`src/rtl/rfid_pkg.sv`:
```
// Shared definitions for the tag-side reader-command receive path:
// opcodes, CRC-5 constants, Query field layout and the framer state type.
package rfid_pkg;

   localparam logic [3:0] QUERY_CMD    = 4'b1000;
   localparam logic [4:0] CRC5_PRESET  = 5'b01001;
   localparam logic [4:0] CRC5_RESIDUE = 5'b00000;

   localparam int unsigned DR_W      = 1;
   localparam int unsigned M_W       = 2;
   localparam int unsigned TREXT_W   = 1;
   localparam int unsigned SEL_W     = 2;
   localparam int unsigned SESSION_W = 2;
   localparam int unsigned TARGET_W  = 1;
   localparam int unsigned Q_W       = 4;

   typedef enum logic [2:0] {
      StIdle,
      StCmd,
      StBody,
      StCrc,
      StSkip
   } rx_state_e;

   // Packed in transmission order, so the first body bit lands in dr.
   typedef struct packed {
      logic [DR_W-1:0]      dr;
      logic [M_W-1:0]       m;
      logic [TREXT_W-1:0]   trext;
      logic [SEL_W-1:0]     sel;
      logic [SESSION_W-1:0] session;
      logic [TARGET_W-1:0]  target;
      logic [Q_W-1:0]       q;
   } query_fields_t;

endpackage

```
`src/rtl/crc5_en.sv`:
```
// CRC-5 (x^5 + x^3 + 1) shift register, MSB-first input, with enable and
// synchronous preset; preset takes priority over enable.
module crc5_en
   import rfid_pkg::*;
#(
   parameter logic [4:0] PRESET = CRC5_PRESET
) (
   input  logic       clk,
   input  logic       reset_n,
   input  logic       preset,
   input  logic       en,
   input  logic       din,
   output logic [4:0] crc
);

   logic       fb;
   logic [4:0] crc_next;

   always_comb begin
      fb       = din ^ crc[4];
      crc_next = {crc[3], crc[2] ^ fb, crc[1], crc[0], fb};
   end

   always_ff @(posedge clk or negedge reset_n) begin
      if (!reset_n) begin
         crc <= PRESET;
      end else if (preset) begin
         crc <= PRESET;
      end else if (en) begin
         crc <= crc_next;
      end
   end

endmodule

```
`src/rtl/query_rx.sv`:
```
// Query command framer: checks the opcode, runs all frame bits through CRC-5,
// extracts the Query fields and reports a one-cycle result pulse.
module query_rx
   import rfid_pkg::*;
#(
   parameter int unsigned CMD_BITS   = 4,
   parameter int unsigned BODY_BITS  = 13,
   parameter int unsigned CRC_BITS   = 5,
   parameter logic [4:0]  CRC_PRESET = 5'b01001
) (
   input  logic       clk,
   input  logic       reset_n,
   input  logic       frame_start,
   input  logic       bit_valid,
   input  logic       bit_in,
   output logic       query_valid,
   output logic       crc_ok,
   output logic       cmd_other,
   output logic       dr,
   output logic [1:0] m,
   output logic       trext,
   output logic [1:0] sel,
   output logic [1:0] session,
   output logic       target,
   output logic [3:0] q,
   output logic       busy
);

   localparam int unsigned HEAD_BITS  = CMD_BITS + BODY_BITS;
   localparam int unsigned FRAME_BITS = HEAD_BITS + CRC_BITS;
   localparam logic [4:0]  CMD_LAST   = 5'(CMD_BITS - 1);
   localparam logic [4:0]  BODY_LAST  = 5'(HEAD_BITS - 1);
   localparam logic [4:0]  FRAME_LAST = 5'(FRAME_BITS - 1);

   rx_state_e             state_q, state_d;
   logic [4:0]            cnt_q, cnt_d;
   logic [HEAD_BITS-1:0]  shreg_q, shreg_d;
   logic [4:0]            crc;
   query_fields_t         fields_q;
   logic                  crc_ok_q;
   logic                  in_frame, accept, cmd_match;
   logic                  query_valid_d, cmd_other_d;

   // A coincident frame_start wins, so the colliding bit is never accepted.
   assign in_frame  = state_q inside {StCmd, StBody, StCrc};
   assign accept    = bit_valid & in_frame & ~frame_start;
   assign cmd_match = ({shreg_q[CMD_BITS-2:0], bit_in} == QUERY_CMD);

   crc5_en #(
      .PRESET (CRC_PRESET)
   ) u_crc5 (
      .clk     (clk),
      .reset_n (reset_n),
      .preset  (frame_start),
      .en      (accept),
      .din     (bit_in),
      .crc     (crc)
   );

   always_ff @(posedge clk or negedge reset_n) begin
      if (!reset_n) begin
         state_q <= StIdle;
      end else begin
         state_q <= state_d;
      end
   end

   always_comb begin
      state_d = state_q;
      if (frame_start) begin
         state_d = StCmd;
      end else if (accept) begin
         case (state_q)
            StCmd:   if (cnt_q == CMD_LAST)   state_d = cmd_match ? StBody : StSkip;
            StBody:  if (cnt_q == BODY_LAST)  state_d = StCrc;
            StCrc:   if (cnt_q == FRAME_LAST) state_d = StIdle;
            default: state_d = state_q;
         endcase
      end
   end

   always_comb begin
      busy          = in_frame;
      cmd_other_d   = accept & (state_q == StCmd) & (cnt_q == CMD_LAST) & ~cmd_match;
      query_valid_d = accept & (state_q == StCrc) & (cnt_q == FRAME_LAST) &
                      (shreg_q[HEAD_BITS-1 -: CMD_BITS] == QUERY_CMD);
   end

   always_comb begin
      cnt_d   = cnt_q;
      shreg_d = shreg_q;
      if (frame_start) begin
         cnt_d   = '0;
         shreg_d = '0;
      end else if (accept) begin
         cnt_d = cnt_q + 5'd1;
         if (state_q != StCrc) begin
            shreg_d = {shreg_q[HEAD_BITS-2:0], bit_in};
         end
      end
   end

   always_ff @(posedge clk or negedge reset_n) begin
      if (!reset_n) begin
         cnt_q       <= '0;
         shreg_q     <= '0;
         query_valid <= 1'b0;
         cmd_other   <= 1'b0;
         fields_q    <= '0;
         crc_ok_q    <= 1'b0;
      end else begin
         cnt_q       <= cnt_d;
         shreg_q     <= shreg_d;
         query_valid <= query_valid_d;
         cmd_other   <= cmd_other_d;
         if (query_valid_d) begin
            fields_q <= query_fields_t'(shreg_q[BODY_BITS-1:0]);
         end
         if (query_valid) begin
            crc_ok_q <= (crc == CRC5_RESIDUE);
         end
      end
   end

   // During the pulse the CRC register already holds the post-frame residue.
   assign crc_ok  = query_valid ? (crc == CRC5_RESIDUE) : crc_ok_q;

   assign dr      = fields_q.dr;
   assign m       = fields_q.m;
   assign trext   = fields_q.trext;
   assign sel     = fields_q.sel;
   assign session = fields_q.session;
   assign target  = fields_q.target;
   assign q       = fields_q.q;

endmodule
```
`config.mk`:
```
export PLATFORM = sky130hd
export DESIGN_NAME = query_rx
export DESIGN_NICKNAME = d
export VERILOG_FILES = /design/src/rtl/rfid_pkg.sv /design/src/rtl/crc5_en.sv /design/src/rtl/query_rx.sv
export SDC_FILE = /design/constraint.sdc
export NUM_CORES = 1
export LEC_CHECK = 0
export ABC_CLOCK_PERIOD_IN_PS = 4300
export CORE_ASPECT_RATIO = 0.5
export CORE_MARGIN = 4
export CORE_UTILIZATION = 30
export DETAILED_ROUTE_END_ITERATION = 12
export GPL_TIMING_DRIVEN = 1
export PLACE_DENSITY = 0.48
export SLEW_MARGIN = 5
export SYNTH_ARGS = -nofsm -noshare
export SYNTH_HDL_FRONTEND = slang
export SYNTH_SLANG_ARGS = --single-unit
```
`constraint.sdc`:
```
create_clock -name clk -period 4.3 [get_ports clk]
set_input_delay 0.86 -clock clk [delete_from_list [all_inputs] [get_ports clk]]
set_output_delay 0.86 -clock clk [all_outputs]
set_load 0.05 [all_outputs]
```
==> results by stage, run 1 <==
Routing:
- The routed layout has 1334 vias.
- After detailed routing, the average wire length per cell comes to 14.0 microns.
- The remaining antenna violation count is 0.
- Wires add up to 3890 microns.
- Using the TritonRoute via totals, the vias-per-cell ratio works out to 4.80.
- The post-route DRC violation count is 0.
- The number of DRC markers in iteration 0 is 75.
- The total iterations of the first detailed-routing run is 4.

Placement:
- Timing analysis after detailed placement gives a worst setup slack of 1260 ps.
- The number of buffers inserted by port buffering is 21.
- The instance area after placement is 2290 sq um.
- The placed wire-length estimate after detailed placement is 2580 microns.
- The final weighted congestion in routability-driven placement is 0.796.

Worst setup path:
- The delay of the slowest cell on the worst path is 840 ps.
- The kind of critical path is register to output port.
- The critical path goes through nor3_1 > nand3_1 > o21ai_0 > clkdlybuf4s50_1.
- The slowest library cell on the worst path is sky130_fd_sc_hd__clkdlybuf4s50_1.
- The data arrival time of the critical path is 1960 ps.
- The worst endpoint required time is 3440 ps.
- Counting both buffers and inverters, the worst setup path holds a total of 1.
- STA classifies the critical path endpoint as an output port.
- Of all nets on the critical path, the largest fanout is 3.
- On the critical path the largest part of the delay comes from buffers and inverters.
- The startpoint type of the worst setup path is a register.

Logic synthesis:
- The largest family of logic cells by synthesized area is simple AND/OR/NAND/NOR gates.
- The synthesis warning total is 0.
- The most instantiated flip-flop cell in the synthesis netlist is sky130_fd_sc_hd__dfrtp_1.
- A synthesized cell averages 12.0 sq um.
- After synthesis, the share of flip-flops with an asynchronous set or reset is 1.00.
- The xor-xnor portion of the synthesized cell area is 0.0307.
- The number of distinct standard cells referenced by the synthesized netlist is 40.
- In this run, synthesis inferred 0 flip-flops with an integrated enable.
- Of the synthesized area, sequential elements account for 0.578.
- In this run, synthesis produced a sequential element count of 46.
- The adder and majority cell fraction of the synthesized area is 0.0188.
- The number of nets in the synthesized netlist is 174.
- The simple-gate portion of the synthesized area is 0.150.
- The cell count after synthesis is 166.
- The post-synthesis compound-gate area fraction is 0.118.
- The proportion of synthesized area in mux cells is 0.0734.
- The synthesized netlist occupies a cell area of 2000 sq um.

Floorplanning:
- The width of the die is 123 microns.
- The die covers 8100 sq um.
- The number of placement rows is 20.
- The starting utilization of the core area is 0.319.
- The core area is 6260 sq um.
- In this run the vertical extent of the chip is 65.7 microns.
- The I/O pin total is 22.

Power and ir drop:
- The largest vdd supply drop is 0.129 mV.
- In this run the power density over the cells is 362 nW/um^2.
- The leakage component of the power is 0.00108 uW.

Global route:
- The remaining global-route overflow is 0.
- The met1 global-route usage is 0.140.
- The via count of the first global-routing pass came to 1381.
- Entering global routing, the biggest net connects 47 pins.
- For met2 alone, demand over resource in global routing was 0.168.
- The first global-routing pass estimated 6670 microns of wire.
- For this run, the total global-route usage over all layers was measured as 0.107.
- For met3 alone, demand over resource in global routing was 0.0284.
- The busiest metal layer after global routing is met2.
- The initial antenna violation count is 0.

Clocking:
- The insertion delay to the later sink of the worst-skew pair is 290 ps.
- Clock-pin slew was measured on the worst setup and hold paths at 60 ps.
- TritonCTS built the clock tree.
- The clock buffer count from CTS is 5.
- The number of setup buffers added after CTS is 0.
- The number of buffers on the longest clock path is 2.
- The number of gates resized after CTS was 0.
- CTS built an H-tree with a depth of 2.
- The root buffer cell chosen for the clock tree is sky130_fd_sc_hd__clkbuf_16.
- The cts-stage hold buffer count is 0.
- Counting every sink on the clock net gives 46.

Timing:
- The final number of max-transition violations is 0.
- The final count of hold timing violations is 0.
- The final critical-path setup slack is 1480 ps.
- The shortest clock period the worst path allows after layout is 2820 ps.
- Setup repair after global routing left no endpoint under its margin.
- In this run the tightest slew margin relative to its limit is 0.320.
- Setup violations remaining at the end of the flow were counted as 0.
- Based on the critical path, the design can be clocked at up to 355 MHz.
- The post-route clock skew is 4.03 ps.
- In the finished design, the share of the clock period the worst path needs comes to 0.656.
- The setup total negative slack is 0 ps.
- Final hold analysis gives a worst-case slack of 502 ps.
- The slew of the pin with the lowest slew margin is 1020 ps.

Outcome:
- The flow ran to the end, and the final reports show no timing, DRC or antenna violations.

Min path:
- The worst hold path belongs to the class register to register.

Cells and area:
- The filler cells instantiated in the layout total 628.
- The area growth from synthesis to layout is 22.0%.
- The final standard cell area without fillers is 2430 sq um.
- The post-layout net count is 197.
- The fraction of layout instances using a drive strength above 1 is 0.158.
- The number of antenna repair diodes is 0.

Run:
- The max-capacitance violation count is 0.
final cells by class:
cell class	instances	area, sq um	area share
flip-flops and latches	46	1150	0.474
multi-input cells	107	782	0.321
repair buffers	24	228	0.0935
clock buffers	6	129	0.0529
well taps	88	110	0.0452
inverters	5	18.8	0.00771
clock inverters	2	13.8	0.00565
logic make-up (layout without fill, tap and decap cells):
family | Yosys count | count (layout)
AND/OR/NAND/NOR | 53 | 53
XOR/XNOR | 7 | 7
multiplexers | 13 | 13
buffers and inverters | 13 | 37
adder cells (fa/ha/maj) | 3 | 3
AO/OA/AOI/OAI | 31 | 31
flip-flops | 46 | 46
synth_stat cells, drive strengths merged, types with 3 or more instances:
library cell | count | share of area
buf | 4 | 0.013
dfrtp | 44 | 0.55
nor3 | 6 | 0.018
o21ai | 3 | 0.0075
a21oi | 6 | 0.015
nand2 | 12 | 0.023
ha | 3 | 0.019
clkbuf | 4 | 0.0075
xnor2 | 5 | 0.022
inv | 5 | 0.0094
a22o | 17 | 0.075
mux2 | 13 | 0.073
nor2 | 13 | 0.026
nor2b | 3 | 0.0094
per-layer routing:
metal | part of all wire | up-vias
li1 | - | 639
met1 | 0.48 | 669
met2 | 0.47 | 21
met3 | 0.036 | 5
met4 | 0.014 | 0
met5 | 0 | -
sequential cells by signal, summed over array words and instances, names as in the netlist:
signal       cells
query_valid      1
state_q          3
session          2
u_crc5.crc       5
m                2
dr               1
cnt_q            5
cmd_other        1
sel              2
q                4
target           1
crc_ok_q         1
shreg_q         17
trext            1
path summary, 6_finish.rpt:
| kind | startpoint | to | slack [ps] | depth (start not counted) |
|---|---|---|---|---|
| setup / recovery | u_crc5.crc[4] | crc_ok | 1480 | 4 |
| hold / removal | shreg_q[16] | shreg_q[16] | 500 | 1 |
| setup reg to reg | shreg_q[14] | sel[0] | 2100 | 3 |
| hold reg to reg | shreg_q[16] | shreg_q[16] | 500 | 1 |
| max in group asynchronous | reset_n | cmd_other | 2920 | 1 |
| min in group asynchronous | reset_n | cnt_q[4] | 740 | 1 |
power by group:
group          switching (uW)  leakage (uW)  internal (uW)
sequential               8.09      0.000626            441
clock                     162     0.0000708            216
combinational            34.4      0.000381           19.4
total                     205       0.00108            676
layout by cell type (no fill, tap or decap), types with 2 or more instances in the layout:
cell type,n
sky130_fd_sc_hd__o21ai_0,2
sky130_fd_sc_hd__inv_1,5
sky130_fd_sc_hd__a21oi_1,6
sky130_fd_sc_hd__ha_1,3
sky130_fd_sc_hd__nand3_1,2
sky130_fd_sc_hd__xor2_1,2
sky130_fd_sc_hd__mux2_2,13
sky130_fd_sc_hd__nand3b_1,2
sky130_fd_sc_hd__clkdlybuf4s50_1,20
sky130_fd_sc_hd__dfrtp_1,44
sky130_fd_sc_hd__xnor2_1,5
sky130_fd_sc_hd__nor4b_1,2
sky130_fd_sc_hd__dfstp_2,2
sky130_fd_sc_hd__and4_1,2
sky130_fd_sc_hd__nor2_1,12
sky130_fd_sc_hd__nor3_1,5
sky130_fd_sc_hd__nor2b_1,3
sky130_fd_sc_hd__nand2_1,12
sky130_fd_sc_hd__a22o_1,17
sky130_fd_sc_hd__buf_4,3
sky130_fd_sc_hd__clkbuf_16,5
through the flow:
step | power [uW] | std cells | utilization
CTS | 893 | 278 | 0.389
global placement | 511 | 270 | 0.366
detailed placement | 512 | 270 | 0.366
finish | 881 | 278 | 0.389
global route | 918 | 278 | 0.389
floorplan | 489 | 166 | -
Note: power is estimated with default switching activity, not from simulation.
==> inputs of run 2 (changes only) <==
ABC_CLOCK_PERIOD_IN_PS = 2600   (was 4300)
clock period = 2.6 ns   (was 4.3 ns; I/O delays follow)
==> results by stage, run 2 (synthesis gave the netlist of run 1 again) <==
Cells and area:
- Compared with the post-synthesis result, the final layout area differs by 23.3%.
- The filler cell count in the final layout is 608.
- The library cells used most frequently in the layout, excluding fill and tap cells, are sky130_fd_sc_hd__dfrtp_1 (44), sky130_fd_sc_hd__clkdlybuf4s50_1 (19), sky130_fd_sc_hd__a22o_1 (17).
- The leading cell type in the layout, fill and taps excluded is sky130_fd_sc_hd__dfrtp_1.
- The number of flip-flops in the largest register is 17.
- The register ranked first by flip-flop count is shreg_q.
- In the final layout, the share of cells above drive strength 1 is 0.171.
- Summing all multi-input logic gate instances after layout gives 782 sq um.
- The register area is 1150 sq um.
- The fraction of the core area covered by cells at the end of the flow is 0.393.
- The post-layout net count is 200.
- The largest registers in the layout are shreg_q (17), cnt_q (5), u_crc5.crc (5).
- The number of antenna diodes in the final layout is 0.

Clocking:
- The number of setup buffers added after CTS is 0.
- The longest clock path from root to sink contains 2 buffers.
- CTS built an H-tree with a depth of 2.
- The number of gates resized after CTS is 0.
- Clock-pin slew was measured on the worst setup and hold paths at 60 ps.
- The TritonCTS clock tree is built.
- The cts-stage hold buffer count is 0.
- The insertion delay to the later sink of the worst-skew pair is 280 ps.
- The number of sinks handled by clock tree synthesis is 46.
- The clock buffer count from CTS is 5.
- The library cell used as clock root buffer is sky130_fd_sc_hd__clkbuf_16.

Timing:
- The final number of max-transition violations was 0.
- Setup repair after global routing left no endpoint under its margin.
- Measured against its own limit, the worst slew margin works out to 0.610.
- The fmax is 424 MHz.
- At the pin with the least slew margin, the transition time is 585 ps.
- In the finished design, the share of the clock period the worst path needs comes to 0.907.
- The post-route clock skew is 4.31 ps.
- The shortest clock period the worst path allows after layout is 2360 ps.
- The setup total negative slack is 0 ps.
- Setup slack on the critical path of the routed design comes to 242 ps.
- Setup violations remaining at the end of the flow were counted as 0.
- The final count of hold timing violations was 0.

Worst setup path:
- On the critical path the largest part of the delay comes from buffers and inverters.
- The setup slack of the most critical reg-to-reg path is 790 ps.
- The startpoint type of the worst setup path is a register.
- The number of buffers and inverters on the critical path is 1.
- Measured in cells, the most critical reg-to-reg path has a length of 5.
- The endpoint identified for the worst register-to-register timing path is state_q[0].
- By startpoint and endpoint, the worst setup path is classified as register to output port.
- Walking the worst path, the cells encountered are nor2_2 > nor2_1 > clkdlybuf4s50_1.
- STA classifies the critical path endpoint as an output port.
- The worst endpoint required time is 2080 ps.
- The worst register-to-register path begins at cnt_q[0].
- The delay of the slowest cell on the worst path is 830 ps.
- Along the worst path, the maximum fanout reaches 7.
- For this design, the slowest cell found on the critical path is sky130_fd_sc_hd__clkdlybuf4s50_1.
- The data arrival time of the critical path is 1840 ps.

Global route:
- Entering global routing, the biggest net connects 47 pins.
- The initial antenna violation count is 0.
- In the global route stage, overall resource usage came out at 0.109.
- The global-route wire length before repair is 6850 microns.
- For met3 alone, demand over resource in global routing was 0.0335.
- The via count of the first global-routing pass was 1433.
- The met1 global-route usage is 0.136.
- For this run, global-route usage on met2 was measured as 0.176.
- After global routing, the most crowded layer is met2.
- The remaining global-route overflow is 0.

Min path:
- In this run the worst hold path is classified as primary input to async pin.

Placement:
- The number of buffers inserted by port buffering is 21.
- The post-placement worst setup slack is 326 ps.
- At the end of routability-driven placement, the weighted congestion stood at 0.819.
- The placed wire-length estimate after detailed placement is 2570 microns.

Outcome:
- The flow ran to the end, and the final reports show no timing, DRC or antenna violations.

Floorplanning:
- The floorplan die height is 65.7 microns.
- The number of placement rows is 20.
- The core area is 6260 sq um.
- The floorplan step set the die width to 123 microns.
- The initial utilization of the core area, before any placement, comes to 0.319.
- The I/O pin total is 22.
- The full die area is 8100 sq um.

Power and ir drop:
- The completed layout was analyzed and its total power is 1450 uW.
- For this design the static power due to leakage is 0.00111 uW.
- In this run the power density over the cells is 591 nW/um^2.
- VDD sags by at most 0.232 mV.

Run:
- The max-capacitance violation count is 0.

Routing:
- The first TritonRoute pass finished after 5 iterations.
- The final route contains 1355 vias.
- For this run, design rule violations remaining after detail routing come to 0.
- The post-detailed-route via-to-cell ratio is 4.82.
- In this run the remaining antenna-violating nets after routing total 0.
- Dividing the detail-routed wire length by the instance count gives 13.8 microns.
- After detailed routing, the total wire length is 3890 microns.
- For this block, the initial DRC count from the detailed router was 96.
## run 2: cell types whose count changed in the layout (fill, tap and decap cells not counted)
cell,delta
sky130_fd_sc_hd__clkdlybuf4s50_1,-1
sky130_fd_sc_hd__buf_4,+3
sky130_fd_sc_hd__dlymetal6s2s_1,+1
## run 2: where the power goes
group | leakage (uW) | switching (uW) | internal, uW | total [uW]
clock network | 0.0000708 | 263 | 356 | 619
registers | 0.000626 | 12.4 | 730 | 742
logic | 0.000413 | 57.7 | 33.5 | 91.1
total | 0.00111 | 333 | 1120 | 1450
## run 2: cell type report
| type | instances | share of cell area |
|---|---|---|
| Multi-Input combinational cell | 107 | 0.318 |
| Clock buffer | 6 | 0.0524 |
| Clock inverter | 2 | 0.00560 |
| Tap cell | 88 | 0.0448 |
| Sequential cell | 46 | 0.469 |
| Inverter | 5 | 0.00763 |
| Timing Repair Buffer | 27 | 0.103 |
## run 2: how the worst max path moves through the flow
stage,startpoint,end,depth (start not counted)
after floorplan,query_valid,crc_ok,1
after global placement,bit_valid,state_q[0],5
after detailed placement,bit_valid,state_q[0],5
after CTS,u_crc5.crc[4],crc_ok,4
after global routing,state_q[1],busy,3
final,state_q[1],busy,3
## run 2: metal layers
layer  vias to the layer above  part of all wire
met5                         -                 0
met4                         0             0.014
met3                         5             0.039
met2                        28              0.47
met1                       677              0.48
li1                        645                 -
## run 2: through the flow
step / hold slack, ps / cells / instance area (sq um)
final: 303 / 281 / 2460
after global placement: 486 / 273 / 2310
after global routing: 378 / 281 / 2460
after CTS: 344 / 281 / 2460
after floorplan: 224 / 166 / 2000
after detailed placement: 483 / 273 / 2310
